## config.mk

```make
export PLATFORM = sky130hd
export DESIGN_NAME = apb_cmd_initiator
export DESIGN_NICKNAME = d
export VERILOG_FILES = /design/src/rtl/apb_cmd_initiator.sv
export SDC_FILE = /design/constraint.sdc
export NUM_CORES = 1
export LEC_CHECK = 0
export CELL_PAD_IN_SITES_DETAIL_PLACEMENT = 0
export CELL_PAD_IN_SITES_GLOBAL_PLACEMENT = 1
export CORE_AREA = 10 10 169 234
export CTS_CLUSTER_SIZE = 14
export DETAILED_ROUTE_END_ITERATION = 10
export DIE_AREA = 0 0 179 244
export PLACE_DENSITY_LB_ADDON = 0.1
export SLEW_MARGIN = 5
export SYNTH_ARGS = -nofsm -noshare
export SYNTH_HDL_FRONTEND = slang
export SYNTH_SLANG_ARGS = --single-unit
```

## constraint.sdc

```tcl
create_clock -name PCLK -period 2.5 [get_ports PCLK]
set_input_delay 0.5 -clock PCLK [delete_from_list [all_inputs] [get_ports PCLK]]
set_output_delay 0.5 -clock PCLK [all_outputs]
set_load 0.01 [all_outputs]
```

## src/rtl/apb_cmd_initiator.sv

```systemverilog
// rtl/apb_cmd_initiator.sv - APB initiator fed by a command FIFO, with read-response port and per-transfer timeout
//
// Purpose:
//   Accepts read/write commands on a valid/ready port, queues them in a DEPTH-entry
//   FIFO and issues each as an APB transfer (SETUP then ACCESS, honouring PREADY
//   wait states). Read data returns on a valid/ready response port. A transfer whose
//   responder holds PREADY low for TIMEOUT ACCESS cycles is aborted.
//
// Optional feature macro: APB_SLVERR_EN
//   When defined, adds input PSLVERR and sticky output wr_err.
//
// Ports:
//   PCLK, PRESETn                  clock (rising edge), asynchronous active-low reset
//   cmd_valid/cmd_ready            command handshake
//   cmd_write/cmd_addr/cmd_wdata   command payload (1 = write)
//   rsp_valid/rsp_ready            read response handshake
//   rsp_rdata/rsp_err              read data and error flag (timeout or PSLVERR)
//   busy                           FIFO non-empty or transfer in progress
//   txn_cnt                        completed transfer count, wraps
//   PSEL/PENABLE/PWRITE/PADDR/PWDATA  APB request outputs (all registered)
//   PRDATA/PREADY                  APB responder inputs
//   PSLVERR, wr_err                only with APB_SLVERR_EN

module apb_cmd_initiator #(
    parameter int DEPTH   = 4,
    parameter int TIMEOUT = 16,
    parameter int ADDR_W  = 32,
    parameter int DATA_W  = 32
) (
    input  logic              PCLK,
    input  logic              PRESETn,
    input  logic              cmd_valid,
    output logic              cmd_ready,
    input  logic              cmd_write,
    input  logic [ADDR_W-1:0] cmd_addr,
    input  logic [DATA_W-1:0] cmd_wdata,
    output logic              rsp_valid,
    input  logic              rsp_ready,
    output logic [DATA_W-1:0] rsp_rdata,
    output logic              rsp_err,
    output logic              busy,
    output logic [15:0]       txn_cnt,
    output logic              PSEL,
    output logic              PENABLE,
    output logic              PWRITE,
    output logic [ADDR_W-1:0] PADDR,
    output logic [DATA_W-1:0] PWDATA,
    input  logic [DATA_W-1:0] PRDATA,
    input  logic              PREADY
`ifdef APB_SLVERR_EN
    ,
    input  logic              PSLVERR,
    output logic              wr_err
`endif
);

    localparam int PTR_W = $clog2(DEPTH);
    localparam int TO_W  = (TIMEOUT > 1) ? $clog2(TIMEOUT) : 1;

    typedef enum logic [1:0] {
        S_IDLE,
        S_SETUP,
        S_ACCESS
    } state_t;

    state_t state, state_nxt;

    // Command FIFO
    logic [ADDR_W-1:0] fifo_addr  [DEPTH];
    logic [DATA_W-1:0] fifo_wdata [DEPTH];
    logic [DEPTH-1:0]  fifo_write;
    logic [PTR_W-1:0]  wr_ptr, rd_ptr;
    logic [PTR_W:0]    count;
    logic              fifo_full, fifo_empty;
    logic              push, pop;
    logic              head_write;
    logic [ADDR_W-1:0] head_addr;
    logic [DATA_W-1:0] head_wdata;

    assign fifo_full  = (count == (PTR_W+1)'(DEPTH));
    assign fifo_empty = (count == '0);
    assign cmd_ready  = !fifo_full;
    assign push       = cmd_valid && !fifo_full;
    assign head_write = fifo_write[rd_ptr];
    assign head_addr  = fifo_addr[rd_ptr];
    assign head_wdata = fifo_wdata[rd_ptr];

    always_ff @(posedge PCLK or negedge PRESETn) begin
        if (!PRESETn) begin
            wr_ptr <= '0;
            rd_ptr <= '0;
            count  <= '0;
        end else begin
            if (push) wr_ptr <= wr_ptr + PTR_W'(1);
            if (pop)  rd_ptr <= rd_ptr + PTR_W'(1);
            count <= count + (PTR_W+1)'(push) - (PTR_W+1)'(pop);
        end
    end

    // Storage needs no reset: the pointers define which entries are valid.
    always_ff @(posedge PCLK) begin
        if (push) begin
            fifo_addr[wr_ptr]  <= cmd_addr;
            fifo_wdata[wr_ptr] <= cmd_wdata;
            fifo_write[wr_ptr] <= cmd_write;
        end
    end

    // A read may only launch when the response slot is free, and anything
    // behind a stalled read waits too, which keeps ordering intact.
    logic launch_ok;
    assign launch_ok = !fifo_empty && (head_write || !rsp_valid);

    // When chaining out of a completing read, the response slot is about to be
    // filled, so only a write may follow immediately.
    logic chain_ok;
    assign chain_ok = !fifo_empty && (head_write || (!rsp_valid && PWRITE));

    // Timeout
    logic [TO_W-1:0] to_cnt, to_cnt_nxt;
    logic            to_hit;

    generate
        if (TIMEOUT == 0) begin : g_no_to
            assign to_hit = 1'b0;
        end else begin : g_to
            assign to_hit = (to_cnt == TO_W'(TIMEOUT - 1));
        end
    endgenerate

    logic              psel_nxt, penable_nxt, pwrite_nxt;
    logic [ADDR_W-1:0] paddr_nxt;
    logic [DATA_W-1:0] pwdata_nxt;
    logic              rsp_valid_nxt, rsp_err_nxt;
    logic [DATA_W-1:0] rsp_rdata_nxt;
    logic              txn_inc;
`ifdef APB_SLVERR_EN
    logic              wr_err_set;
`endif

    always_comb begin
        state_nxt     = state;
        psel_nxt      = PSEL;
        penable_nxt   = PENABLE;
        pwrite_nxt    = PWRITE;
        paddr_nxt     = PADDR;
        pwdata_nxt    = PWDATA;
        rsp_valid_nxt = rsp_valid;
        rsp_rdata_nxt = rsp_rdata;
        rsp_err_nxt   = rsp_err;
        to_cnt_nxt    = to_cnt;
        txn_inc       = 1'b0;
        pop           = 1'b0;
`ifdef APB_SLVERR_EN
        wr_err_set    = 1'b0;
`endif

        if (rsp_valid && rsp_ready) rsp_valid_nxt = 1'b0;

        case (state)
            S_IDLE: begin
                if (launch_ok) begin
                    pop         = 1'b1;
                    paddr_nxt   = head_addr;
                    pwdata_nxt  = head_wdata;
                    pwrite_nxt  = head_write;
                    psel_nxt    = 1'b1;
                    penable_nxt = 1'b0;
                    state_nxt   = S_SETUP;
                end
            end

            S_SETUP: begin
                penable_nxt = 1'b1;
                to_cnt_nxt  = '0;
                state_nxt   = S_ACCESS;
            end

            S_ACCESS: begin
                if (PREADY) begin
                    txn_inc = 1'b1;
                    if (!PWRITE) begin
                        rsp_valid_nxt = 1'b1;
                        rsp_rdata_nxt = PRDATA;
`ifdef APB_SLVERR_EN
                        rsp_err_nxt   = PSLVERR;
`else
                        rsp_err_nxt   = 1'b0;
`endif
                    end
`ifdef APB_SLVERR_EN
                    else if (PSLVERR) begin
                        wr_err_set = 1'b1;
                    end
`endif
                    if (chain_ok) begin
                        pop         = 1'b1;
                        paddr_nxt   = head_addr;
                        pwdata_nxt  = head_wdata;
                        pwrite_nxt  = head_write;
                        penable_nxt = 1'b0;
                        state_nxt   = S_SETUP;
                    end else begin
                        psel_nxt    = 1'b0;
                        penable_nxt = 1'b0;
                        state_nxt   = S_IDLE;
                    end
                end else if (to_hit) begin
                    txn_inc     = 1'b1;
                    psel_nxt    = 1'b0;
                    penable_nxt = 1'b0;
                    state_nxt   = S_IDLE;
                    if (!PWRITE) begin
                        rsp_valid_nxt = 1'b1;
                        rsp_rdata_nxt = '0;
                        rsp_err_nxt   = 1'b1;
                    end
                end else begin
                    to_cnt_nxt = to_cnt + TO_W'(1);
                end
            end

            default: begin
                psel_nxt    = 1'b0;
                penable_nxt = 1'b0;
                state_nxt   = S_IDLE;
            end
        endcase
    end

    always_ff @(posedge PCLK or negedge PRESETn) begin
        if (!PRESETn) begin
            state     <= S_IDLE;
            PSEL      <= 1'b0;
            PENABLE   <= 1'b0;
            PWRITE    <= 1'b0;
            PADDR     <= '0;
            PWDATA    <= '0;
            rsp_valid <= 1'b0;
            rsp_rdata <= '0;
            rsp_err   <= 1'b0;
            to_cnt    <= '0;
            txn_cnt   <= '0;
        end else begin
            state     <= state_nxt;
            PSEL      <= psel_nxt;
            PENABLE   <= penable_nxt;
            PWRITE    <= pwrite_nxt;
            PADDR     <= paddr_nxt;
            PWDATA    <= pwdata_nxt;
            rsp_valid <= rsp_valid_nxt;
            rsp_rdata <= rsp_rdata_nxt;
            rsp_err   <= rsp_err_nxt;
            to_cnt    <= to_cnt_nxt;
            if (txn_inc) txn_cnt <= txn_cnt + 16'd1;
        end
    end

`ifdef APB_SLVERR_EN
    always_ff @(posedge PCLK or negedge PRESETn) begin
        if (!PRESETn)        wr_err <= 1'b0;
        else if (wr_err_set) wr_err <= 1'b1;
    end
`endif

    assign busy = !fifo_empty || (state != S_IDLE);

endmodule

```

==> impl_metrics.tcl <==
set metrics [dict create \
    status "completed" \
    grt_max_degree 67 \
    final.setup.tns_ns 0 \
    syn_area_per_cell_sq_um 21.0 \
    period_needed_ns 2.42 \
    synth_top_area_share_pct 53.7 \
    rows 82 \
    crit_end "count[2]" \
    synth_top_family_by_area "multiplexers" \
    netlist_area_sq_mm 0.0145 \
    synthMuxAreaShare_pct 15.8 \
    relSlewSlack_pct 30.6 \
    vias_per_cell 5.11 \
    hold_violations 0 \
    synth-simple-area-share_pct 1.84 \
    place.gp.congestion 0.783 \
    worstMarginPinSlew_ns 1.04 \
    rr_startpoint "rd_ptr[0]" \
    cts_made_buffers 39 \
    leakage_nw 6.85 \
    min_path_cells 1 \
    cts.path.max_buffers 3 \
    synth-main-ff-cell "edfxtp_1" \
    io_pins 221 \
    nFillCells 2824 \
    htree_levels 2 \
    startpoint "rd_ptr[0]" \
    firstDrtPassIters 4 \
    final.period_utilization_pct 96.7 \
    cts_sinks 389 \
    syn_inst 691 \
    finalSetupViolations 0 \
    final_util_pct 53.2 \
    synth_seq_area_share_pct 75.9 \
    synthXorXnorAreaFrac_pct 1.21 \
    die_area_sq_mm 0.0437 \
    ir_drop_v 0.000748 \
    grt_pass1_wl_microns 49300 \
    chipWidth_microns 179 \
    cts_tree "yes" \
    critPathRequiredTime_ns 2.92 \
    clock_latency_ns 0.53 \
    nets 1064 \
    antenna_found_initial 1 \
    fmax_ghz 0.414 \
    grt_pass1_vias 8342 \
    p_per_area_mw_per_mm2 1250 \
    yosys.area_share.adder_pct 0.827 \
    area_growth_pct 29.7 \
    worst_setup_path_start_kind "register" \
    synthesis.nets 802 \
    die_y_microns 244 \
    start_util_pct 41.1 \
    wirelength_microns 32300 \
    vias 7379 \
    clkSlewWorstSetupHoldPaths_ns 0.06 \
    crit_type "register to register" \
    synth_compound_area_share_pct 2.70 \
    hold_class "register to register" \
    cap_violations 0 \
    yosysWarnings 0 \
    drtIter0Drc 326 \
    synthTopCellsByArea "edfxtp_1 54%, dfrtp_1 22%, mux4_2 10%" \
    drive_gt1_share_pct 23.4 \
    drc 0 \
    root_buffer "clkbuf_16" \
    synth_top_area_cell "edfxtp_1" \
    synth_edf_count 260 \
    ant_nets 0 \
    r2r_end "count[2]" \
    dp_hpwl_microns 20500 \
    clock_skew_ns 0.00878 \
    wl_per_cell_microns 22.4 \
    critical_path_arrival_ns 2.84 \
    synth_cell_types 43 \
    grt_overflow 0 \
    core_sq_mm 0.0354 \
    reg2reg_slack_ns 0.08 \
    endpoint_kind "register" \
    cp_max_fo 4 \
    min-delay-start "txn_cnt[12]" \
    finalMaxSlewViolations 0 \
    ys_ff_latch 389 \
    grtUsageTotal_pct 14.6 \
    rsz0062_at_grt "no" \
    portBuffers 220 \
    async_reset_ff_share_pct 33.2 \
    worstRegToRegCells 11 \
    finalPower_w 0.0235 \
]
## flip-flops by register name, summed over array words and instances, names as in the netlist
name,flops
PSEL,1
rsp_rdata,32
PADDR,32
to_cnt,4
state,1
rsp_err,1
rsp_valid,1
count,3
PWRITE,1
PENABLE,1
wr_ptr,2
fifo_write,4
fifo_wdata,128
txn_cnt,16
fifo_addr,128
rd_ptr,2
PWDATA,32
## critical path, stage by stage (launching register included)
cell     delay, ns
dfrtp_4       0.42
mux4_2        0.52
a21o_4        0.22
nand2_4       0.08
inv_4         0.04
ha_4          0.20
inv_2         0.06
ha_4          0.12
inv_2         0.03
fa_2          0.35
xnor2_2       0.15
xnor2_1       0.12
## metrics by stage
step           cells  hold WS [ns]  worst slack [ns]  area [sq um]
2_1_floorplan    691         0.204            -0.164         14600
3_3_place_gp    1372         0.458            -0.136         17600
3_5_place_dp    1372         0.486            -0.175         17600
4_1_cts         1442         0.499            0.0247         18800
5_1_grt         1443         0.515            0.0113         18800
6_report        1444         0.493            0.0832         18800
## synthesized netlist by cell type (5+ instances only)
| cell type | count |
|---|---|
| edfxtp_1 | 260 |
| dfrtp_1 | 129 |
| mux4_2 | 65 |
| mux2_2 | 39 |
| a22o_1 | 35 |
| mux2_4 | 20 |
| clkbuf_1 | 16 |
| xnor2_1 | 15 |
| inv_1 | 14 |
| nand2_1 | 11 |
| and3_1 | 10 |
| buf_2 | 8 |
| ha_1 | 8 |
| mux2_1 | 7 |
| nand3_1 | 6 |
| xor2_1 | 5 |
## report_power, final
part,internal (W),total (W),leakage [nW],switching (W)
Clock,0.00319,0.00550,0.584,0.00231
Sequential,0.00884,0.00969,3.95,0.000855
Combinational,0.00470,0.00828,2.32,0.00358
Total,0.0167,0.0235,6.85,0.00675
## cell usage in the layout (no fill, tap or decap), types with 3 or more instances in the layout
cell type,n
mux4_2,65
clkbuf_8,6
nand4_1,4
buf_12,15
inv_1,11
ha_1,6
edfxtp_1,260
and3_4,4
clkdlybuf4s50_1,219
a21oi_1,3
xnor2_1,14
xor2_1,5
buf_4,16
dfrtp_1,126
mux2_4,20
and3_1,6
mux2_2,39
clkbuf_16,41
nand3_1,6
nor2_1,4
mux2_1,7
nand2_1,11
clkinv_2,4
a22o_1,35
clkbuf_1,14
## final cells by class
type                    count  area, sq um  share of cell area [%]
clock buffers              61         1160                    6.16
diodes                      1         2.50                  0.0133
well taps                 462          578                    3.07
multi-input cells         256         3320                    17.6
flip-flops and latches    389        11000                    58.6
clock inverters             8         42.5                   0.226
inverters                  14         55.1                   0.292
repair buffers            253         2650                    14.0
## repair_timing
action	in CTS	in global routing
buffers inserted	0	1
pin swaps	0	1
endpoints found under the setup margin	1	28
resized for setup	1	3
hold buffers	1	0
hold endpoints to repair	51	0
## per-layer routing
layer | vias to the layer above | wire length, microns | GRT usage, %
met1 | 3842 | 13100 | 17.7
met5 | - | 10 | 0
li1 | 3267 | - | -
met3 | 45 | 2320 | 3.84
met4 | 2 | 595 | 4.07
met2 | 223 | 16300 | 25.2
## logic make-up after synthesis
group / Yosys count
simple gates: 48
buf+inv: 46
flops: 389
mux: 132
fa+ha+maj: 9
xor+xnor: 20
compound gates: 47
## worst min path at each step
stage	to	slack, ns
final	txn_cnt[12]	0.49
after global routing	rsp_rdata[30]	0.52
after floorplan	PADDR[0]	0.20
after detailed placement	PADDR[25]	0.49
after CTS	txn_cnt[12]	0.50
after global placement	txn_cnt[15]	0.46
(Power assumes the default switching activity.)
